File: config.mk
export PLATFORM = sky130hd
export DESIGN_NAME = ysyx_23060203_idu_issue_queue
export DESIGN_NICKNAME = d
export VERILOG_FILES = /design/src/rtl/ysyx_23060203_idu_issue_queue.sv
export SDC_FILE = /design/constraint.sdc
export NUM_CORES = 1
export LEC_CHECK = 0
export CAP_MARGIN = 10
export CORE_MARGIN = 3
export CORE_UTILIZATION = 50
export DETAILED_ROUTE_END_ITERATION = 10
export PLACE_DENSITY = 0.73
export SLEW_MARGIN = 5
export SYNTH_ARGS = -nofsm -noshare
export SYNTH_HDL_FRONTEND = slang
export SYNTH_SLANG_ARGS = --single-unit
File: constraint.sdc
create_clock -name clock -period 4.33 [get_ports clock]
set_input_delay 1.299 -clock clock [delete_from_list [all_inputs] [get_ports clock]]
set_output_delay 1.299 -clock clock [all_outputs]
set_load 0.02 [all_outputs]
File: src/rtl/ysyx_23060203_idu_issue_queue.sv
// Decode-front FIFO of fetched {pc, inst} pairs; the head issues only when a per-GPR
// pending-write scoreboard clears its operands. A fence.i at the head waits for an idle scoreboard.
module ysyx_23060203_idu_issue_queue #(
    parameter int unsigned DEPTH = 4,
    parameter int unsigned NWB   = 2,
    parameter int unsigned CNT_W = 2
) (
    input  logic                     clock,
    input  logic                     reset,
    input  logic                     flush,
    input  logic                     in_valid,
    output logic                     in_ready,
    input  logic [31:0]              in_pc,
    input  logic [31:0]              in_inst,
    output logic                     out_valid,
    input  logic                     out_ready,
    output logic [31:0]              out_pc,
    output logic [31:0]              out_inst,
    input  logic [NWB-1:0]           wb_valid,
    input  logic [5*NWB-1:0]         wb_rd,
    output logic                     sb_idle,
    output logic [$clog2(DEPTH):0]   occupancy
);

    localparam int unsigned PTR_W = $clog2(DEPTH);
    localparam int unsigned OCC_W = PTR_W + 1;
    localparam int unsigned SUM_W = CNT_W + 3;
    localparam logic [CNT_W-1:0] CNT_MAX = '1;

    localparam logic [4:0] OP_LUI    = 5'b01101;
    localparam logic [4:0] OP_AUIPC  = 5'b00101;
    localparam logic [4:0] OP_JAL    = 5'b11011;
    localparam logic [4:0] OP_BRANCH = 5'b11000;
    localparam logic [4:0] OP_STORE  = 5'b01000;
    localparam logic [4:0] OP_RR     = 5'b01100;
    localparam logic [4:0] OP_FENCEI = 5'b00011;
    localparam logic [4:0] OP_SYS    = 5'b11100;

    logic [31:0]       pc_mem   [DEPTH];
    logic [31:0]       inst_mem [DEPTH];
    logic [PTR_W-1:0]  wr_ptr_q, rd_ptr_q;
    logic [OCC_W-1:0]  occ_q;
    logic [CNT_W-1:0]  cnt_q [32];
    logic [CNT_W-1:0]  cnt_d [32];
    logic [31:0]       underflow;

    logic        empty, enq, issue, hazard;
    logic [4:0]  opcode, rs1, rs2, rd;
    logic        is_fencei, rs1_used, rs2_used, rd_wr;

    assign in_ready  = (occ_q != OCC_W'(DEPTH));
    assign empty     = (occ_q == '0);
    assign occupancy = occ_q;
    assign enq       = in_valid & in_ready & ~flush;
    assign issue     = out_valid & out_ready;
    assign out_pc    = pc_mem[rd_ptr_q];
    assign out_inst  = inst_mem[rd_ptr_q];

    assign opcode    = out_inst[6:2];
    assign rd        = out_inst[11:7];
    assign rs1       = out_inst[19:15];
    assign rs2       = out_inst[24:20];
    assign is_fencei = (opcode == OP_FENCEI);
    assign rs1_used  = !((opcode == OP_LUI) || (opcode == OP_AUIPC) || (opcode == OP_JAL) ||
                         is_fencei || ((opcode == OP_SYS) && out_inst[14]));
    assign rs2_used  = (opcode == OP_BRANCH) || (opcode == OP_STORE) || (opcode == OP_RR);
    assign rd_wr     = !((opcode == OP_BRANCH) || (opcode == OP_STORE)) && (rd != 5'd0);

    always_comb begin
        sb_idle = 1'b1;
        for (int r = 0; r < 32; r++) begin
            if (cnt_q[r] != '0) sb_idle = 1'b0;
        end
    end

    // Counter at max blocks another writer so the increment can never wrap.
    assign hazard = (rs1_used && (rs1 != 5'd0) && (cnt_q[rs1] != '0)) ||
                    (rs2_used && (rs2 != 5'd0) && (cnt_q[rs2] != '0)) ||
                    (rd_wr && (cnt_q[rd] == CNT_MAX)) ||
                    (is_fencei && !sb_idle);

    assign out_valid = ~empty & ~flush & ~hazard;

    always_comb begin : sb_next
        logic [SUM_W-1:0] sum;
        logic [SUM_W-1:0] dec;
        underflow = '0;
        for (int r = 0; r < 32; r++) begin
            sum = SUM_W'(cnt_q[r]);
            if (issue && rd_wr && (rd == 5'(r))) sum = sum + SUM_W'(1);
            dec = '0;
            for (int i = 0; i < NWB; i++) begin
                if (wb_valid[i] && (wb_rd[5*i +: 5] == 5'(r)) && (r != 0)) dec = dec + SUM_W'(1);
            end
            if (dec > sum) begin
                cnt_d[r]     = '0;
                underflow[r] = 1'b1;
            end else begin
                cnt_d[r] = CNT_W'(sum - dec);
            end
        end
    end

    always_ff @(posedge clock or negedge reset) begin
        if (!reset) begin
            wr_ptr_q <= '0;
            rd_ptr_q <= '0;
            occ_q    <= '0;
            for (int r = 0; r < 32; r++) cnt_q[r] <= '0;
        end else begin
            for (int r = 0; r < 32; r++) cnt_q[r] <= cnt_d[r];
            if (flush) begin
                wr_ptr_q <= '0;
                rd_ptr_q <= '0;
                occ_q    <= '0;
            end else begin
                if (enq)   wr_ptr_q <= wr_ptr_q + PTR_W'(1);
                if (issue) rd_ptr_q <= rd_ptr_q + PTR_W'(1);
                if (enq && !issue)      occ_q <= occ_q + OCC_W'(1);
                else if (!enq && issue) occ_q <= occ_q - OCC_W'(1);
            end
        end
    end

    always_ff @(posedge clock) begin
        if (enq) begin
            pc_mem[wr_ptr_q]   <= in_pc;
            inst_mem[wr_ptr_q] <= in_inst;
        end
    end

`ifndef SYNTHESIS
    always_ff @(posedge clock) begin
        if (reset && (underflow != '0)) $error("issue_queue: writeback on idle register");
    end
`endif

endmodule

; ---- Yosys cells after proc, flatten, opt, wreduce, memory -nomap -nowiden
; Memories as Yosys holds them, arrays and structs flattened.
; Index checks and enable logic that the tools add are counted.
[op_classes]
n_reduce_logical = 161
eq_ne = 103
n_mux = 176
n_addsub = 98
order_cmp = 35
bitwise_logic = 11
[ops]
columns = cell, count
row1 = $eq A5 B5 Y1 const B, 51
row2 = $add A5 B1 Y5 const B, 31
row3 = $gt A5 B3 Y1, 31
row4 = $mux W5, 31
row5 = $eq A5 B4 Y1 const B, 27
row6 = $logic_and A1 B1 Y1, 105
row7 = $mux W3, 35
row8 = $add A2 B1 Y3 const B, 32
row9 = $mux W2, 42
row10 = $reduce_bool A2 Y1, 36
row11 = $eq A5 B3 Y1 const B, 13
row12 = $mux W1, 65
row13 = $sub A2 B2 Y2, 31
row14 = $eq A5 B2 Y1 const B, 7
row15 = $bmux W2 S5, 3
row16 = $ge A6 B6 Y1 const B, 3
row17 = $not A5 Y6, 3
row18 = $eq A5 B1 Y1 const B, 3
row19 = $reduce_bool A5 Y1, 3
row20 = $logic_or A1 B1 Y1, 9
row21 = $and A1 B1 Y1, 5
row22 = $gt A1 B5 Y1 const A, 1
row23 = $logic_not A1 Y1, 5
row24 = $logic_not A5 Y1, 1
row25 = 8 further kinds, 11
[totals]
out_inout_bits = 70
reg_bits = 71
input_bits = 81
word_cells = 621
memories = 2
mem_bits_rw = 256
[mem_list]
columns = name, depth, width, read_ports, rd_clocked_by_memory_dff, wr, line
row1 = inst_mem, 4, 32, 1, 0, 1, 40  ; logic [31:0] inst_mem [DEPTH];
row2 = pc_mem, 4, 32, 1, 0, 1, 39  ; logic [31:0] pc_mem [DEPTH];

; ---- Longest topological paths before layout
[depth]
ltp_word = 44
mapped_depth = 21
mapped_depth_nobuf = 18

; ---- Least setup slack after synthesis
; OpenSTA, ideal clock, no wires.
[synth_path]
path_type = flip-flop to flip-flop
from = reg rd_ptr_q[0]
to = reg cnt_q[57] (netlist name)
path_stages_with_launch = 18
arrival_time_ns = 3.960
path_slack_ns = 0.292
n_path_buf = 3
path_cell_list = dfrtp_1 buf_6 buf_6 mux4_2 or3b_1 o21ai_2 a21oi_1 nand4_1 nand3b_2 nor3_4 buf_4 nand3_1 mux2i_1 ha_1 or2_2 a21oi_1 a31oi_1 o21ai_1
[synth_lines]
columns = item, line
row1 = "start, declared", 41  ; logic [PTR_W-1:0] wr_ptr_q, rd_ptr_q;
row2 = "start signal, assigned", 118  ; if (issue) rd_ptr_q <= rd_ptr_q + PTR_W'(1);
row3 = "end, declared", 43  ; logic [CNT_W-1:0] cnt_q [32];

; ---- Worst setup path in the final report
[layout_path]
from = reg rd_ptr_q[0]
to = out out_valid
[layout_via]
elab_chain_cells = 14
elab_cells_between_ends = 48
cone_classes = eq/ne: 9 / mux: 9 / bitwise: 5 / reduce/logical: 24 / memory: 1
[layout_lines]
columns = item, line
row1 = $mem_v2 Z4 W32 (*), --
row2 = branches (longest 10 deep; another with $not A5 Y6), --
row3 = $logic_or A1 B1 Y1 (*), 79  ; (rd_wr && (cnt_q[rd] == CNT_MAX)) ||
row4 = $not A1 Y1 (*), 82  ; assign out_valid = ~empty & ~flush & ~hazard;
row5 = $and A1 B1 Y1 (*), 82
row6 = "end, declared", 15  ; output logic out_valid,
; Mark *: on every way between the ends. The select of a mux whose other input is x is not followed.

==> impl_metrics.ini <==
[outcome]
status = finished, violations left
failed_checks = negative setup slack

[sta]
worst_slack_ns = -0.2584
drv_slew = 0
fin_skew_ns = 0.02020
hold_violations = 0
finalCritPeriodShare_pct = 106.0
finalSetupViolations = 13
finalCriticalPeriod_ns = 4.588
slew_headroom_pct = 33.67
tightest_slew_ns = 0.9873
whs_ns = 0.4166
fmax_mhz = 217.9
tns_ns = -0.6429
rsz0062_at_grt = true

[finish]
area_growth_pct = 29.01
mostFrequentLayoutCells = edfxtp_1 (256), buf_4 (208), ha_1 (183), clkdlybuf4s50_1 (147), inv_1 (145)
multi_input_area_um2 = 9221
fillers = 2657
layout_commonest_cell = edfxtp_1
drive_gt1_share_pct = 25.51
nets = 2161
insertedDiodeCount = 0
register_area_um2 = 9472
fin_cells = 2421
final_core_util_pct = 66.27

[worst_setup_path]
critPathLaunchType = flop
arrival_ns = 3.29
required_ns = 3.03
slowest_stage = mux4_2
criticalPathCategory = flop to output port
slowest_delay_ns = 0.53
worstPathCellList = buf_6 > buf_4 > inv_2 > buf_4 > mux4_2 > o221ai_2 > nand2_1 > or4_1 > nand3b_4 > nor2_1 > buf_4 > buf_6
path_common_cell = buf_4
path_max_fanout = 4
endpoint_kind = output port

[clock_tree]
cts_tree = done
clock-sinks = 327
cts-buffers-inserted = 37
ctsLongestPathBuffers = 3
root_buffer = clkbuf_16
htree_levels = 2
hold_buffers = 0
clk_pin_slew_ns = 0.06
clk_latency_ns = 0.56

[hold_path]
hold_path.class = flop to flop

[place]
io_buffers = 150
hpwl_um = 37790
placed_cells = 2307
gp_congestion = 0.9069

[die]
rows = 70
initial_utilization_pct = 51.37
core_um2 = 37140
die_h_um = 201.3
die-area_um2 = 40530
die_w_um = 201.3
io-pin-count = 151

[yosys]
synth.area.top_cells = edfxtp_1 (40%), ha_1 (13%), dfrtp_1 (9.3%)
synth_compound_area_share_pct = 6.375
yosysTopAreaCellShare_pct = 40.30
yosys.area.top_type = edfxtp_1
ys_ff_latch = 327
syn_avg_cell_area_um2 = 12.45
synth.distinct_cells = 74
synth_top_family_by_area = adder cells
yosys.area_share.adder_pct = 12.63
synth-seq-area-share_pct = 49.61
synth-simple-area-share_pct = 10.51
yosys_warnings = 0
synth_edf_count = 256
synthArstFlopShare_pct = 21.71
syn-instance-count = 1532
synthFlopType = edfxtp_1
synth_area_um2 = 19080
synth_xor_area_share_pct = 4.270
synthMuxAreaShare_pct = 11.94
synth_nets = 1805

[route]
ant_nets = 0
routed_wl_um = 52370
drc_errors = 0
drt_iter0_markers = 1136
dr.pass1.iters = 5
via_per_inst = 5.651
wl_per_cell_um = 21.63
dr_total_vias = 13682

[pwr]
switching_power_mw = 3.753
switching_share_pct = 33.08
p_seq_share_pct = 34.2
power_frac_clock_pct = 28.6
combPwrFrac_pct = 37.2
ir_drop_mv = 0.4682
pwr_density_cell_nw_per_um2 = 460.9
p_leak_nw = 9.551
p_total_mw = 11.34
internal_power_mw = 7.591

[global_route]
grt_max_degree = 53
grt_usage_pct = 25.15
antenna_found_initial = 2
grt_pass1_vias = 13972
grt.overflow.total = 0
grt_pass1_wl_um = 79480

[run]
maxCapViolCount = 0
## kinds of logic (layout without fill, tap and decap cells)
group	after synthesis	in the layout
simple gates	385	385
flops	327	327
buf+inv	212	597
fa+ha+maj	192	192
compound gates	182	182
mux	141	141
xor+xnor	93	93
## path summary, 6_finish.rpt
kind                                         startpoint                   to  slack (ns)  depth (start not counted)
min in group asynchronous                         reset   cnt_q[9]$_DFF_PN0_        0.82                          1
worst max register to register  rd_ptr_q[0]$_DFFE_PN0P_  cnt_q[45]$_DFF_PN0_       -0.09                         20
worst min-delay path                cnt_q[62]$_DFF_PN0_  cnt_q[62]$_DFF_PN0_        0.42                          0
worst max-delay path            rd_ptr_q[0]$_DFFE_PN0P_            out_valid       -0.26                         12
worst min register to register      cnt_q[62]$_DFF_PN0_  cnt_q[62]$_DFF_PN0_        0.42                          0
max in group asynchronous                         reset  cnt_q[15]$_DFF_PN0_        2.69                          2
## synthesized netlist by cell type (15+ instances only)
| library cell | count |
|---|---|
| nand2b_1 | 24 |
| and3_1 | 19 |
| nor2_1 | 128 |
| a21oi_1 | 48 |
| nand3_1 | 51 |
| ha_1 | 191 |
| nand2_1 | 57 |
| dfrtp_1 | 71 |
| nand4_1 | 21 |
| xor2_1 | 22 |
| xnor2_1 | 71 |
| mux4_2 | 68 |
| edfxtp_1 | 256 |
| mux2i_1 | 61 |
| buf_2 | 15 |
| clkbuf_1 | 32 |
| o21ai_0 | 35 |
| nor3_1 | 21 |
| inv_1 | 145 |
## critical path, delay by kind of cell (launching register included)
kind | cells | cell delay, ns
and+or+nand+nor | 4 | 0.76
DFF | 1 | 0.51
AOI/OAI and AO/OA | 1 | 0.19
buffers and inverters | 6 | 0.74
muxes | 1 | 0.53
## through the flow
stage	area, µm²	setup WS (ns)
after floorplan	19080	0.2917
after global placement	22400	-0.2889
after detailed placement	22400	-0.2677
after CTS	24040	-0.2591
after global routing	24610	-0.3728
final	24610	-0.2584
## per-layer routing
metal | share of wire, % | track usage [%]
met3 | 8.4 | 7.086
met1 | 41 | 32.93
met5 | 0.055 | 0
met2 | 47 | 40.72
met4 | 3.1 | 8.348
## sequential cells by signal (all words and copies together) (netlist names)
register   cells
cnt_q         64
rd_ptr_q       2
occupancy      3
inst_mem     128
pc_mem       128
wr_ptr_q       2
## power by group through the flow
stage	registers (mW)	logic (mW)	clock network [mW]
after floorplan	3.97	2.12	0
after global routing	3.91	4.51	3.41
after CTS	3.87	3.94	3.29
after global placement	3.92	3.71	0
after detailed placement	3.93	3.78	0
final	3.88	4.22	3.24
## cell type report
class                      count  area share (%)
sequential                   327           38.48
multi-input combinational    993           37.47
timing repair buffer         381           14.08
clock buffer                  46           3.986
tap                          504           2.562
inverter                     148           2.257
clock inverter                22           1.159
## timing repair
item	4_1_cts	5_1_grt
gates resized for setup	44	93
pin swaps	12	46
gates cloned	0	1
setup endpoints to repair	8	56
endpoints found under the hold margin	0	0
buffers inserted	23	23
No activity file was read; power rests on OpenSTA's default activity.
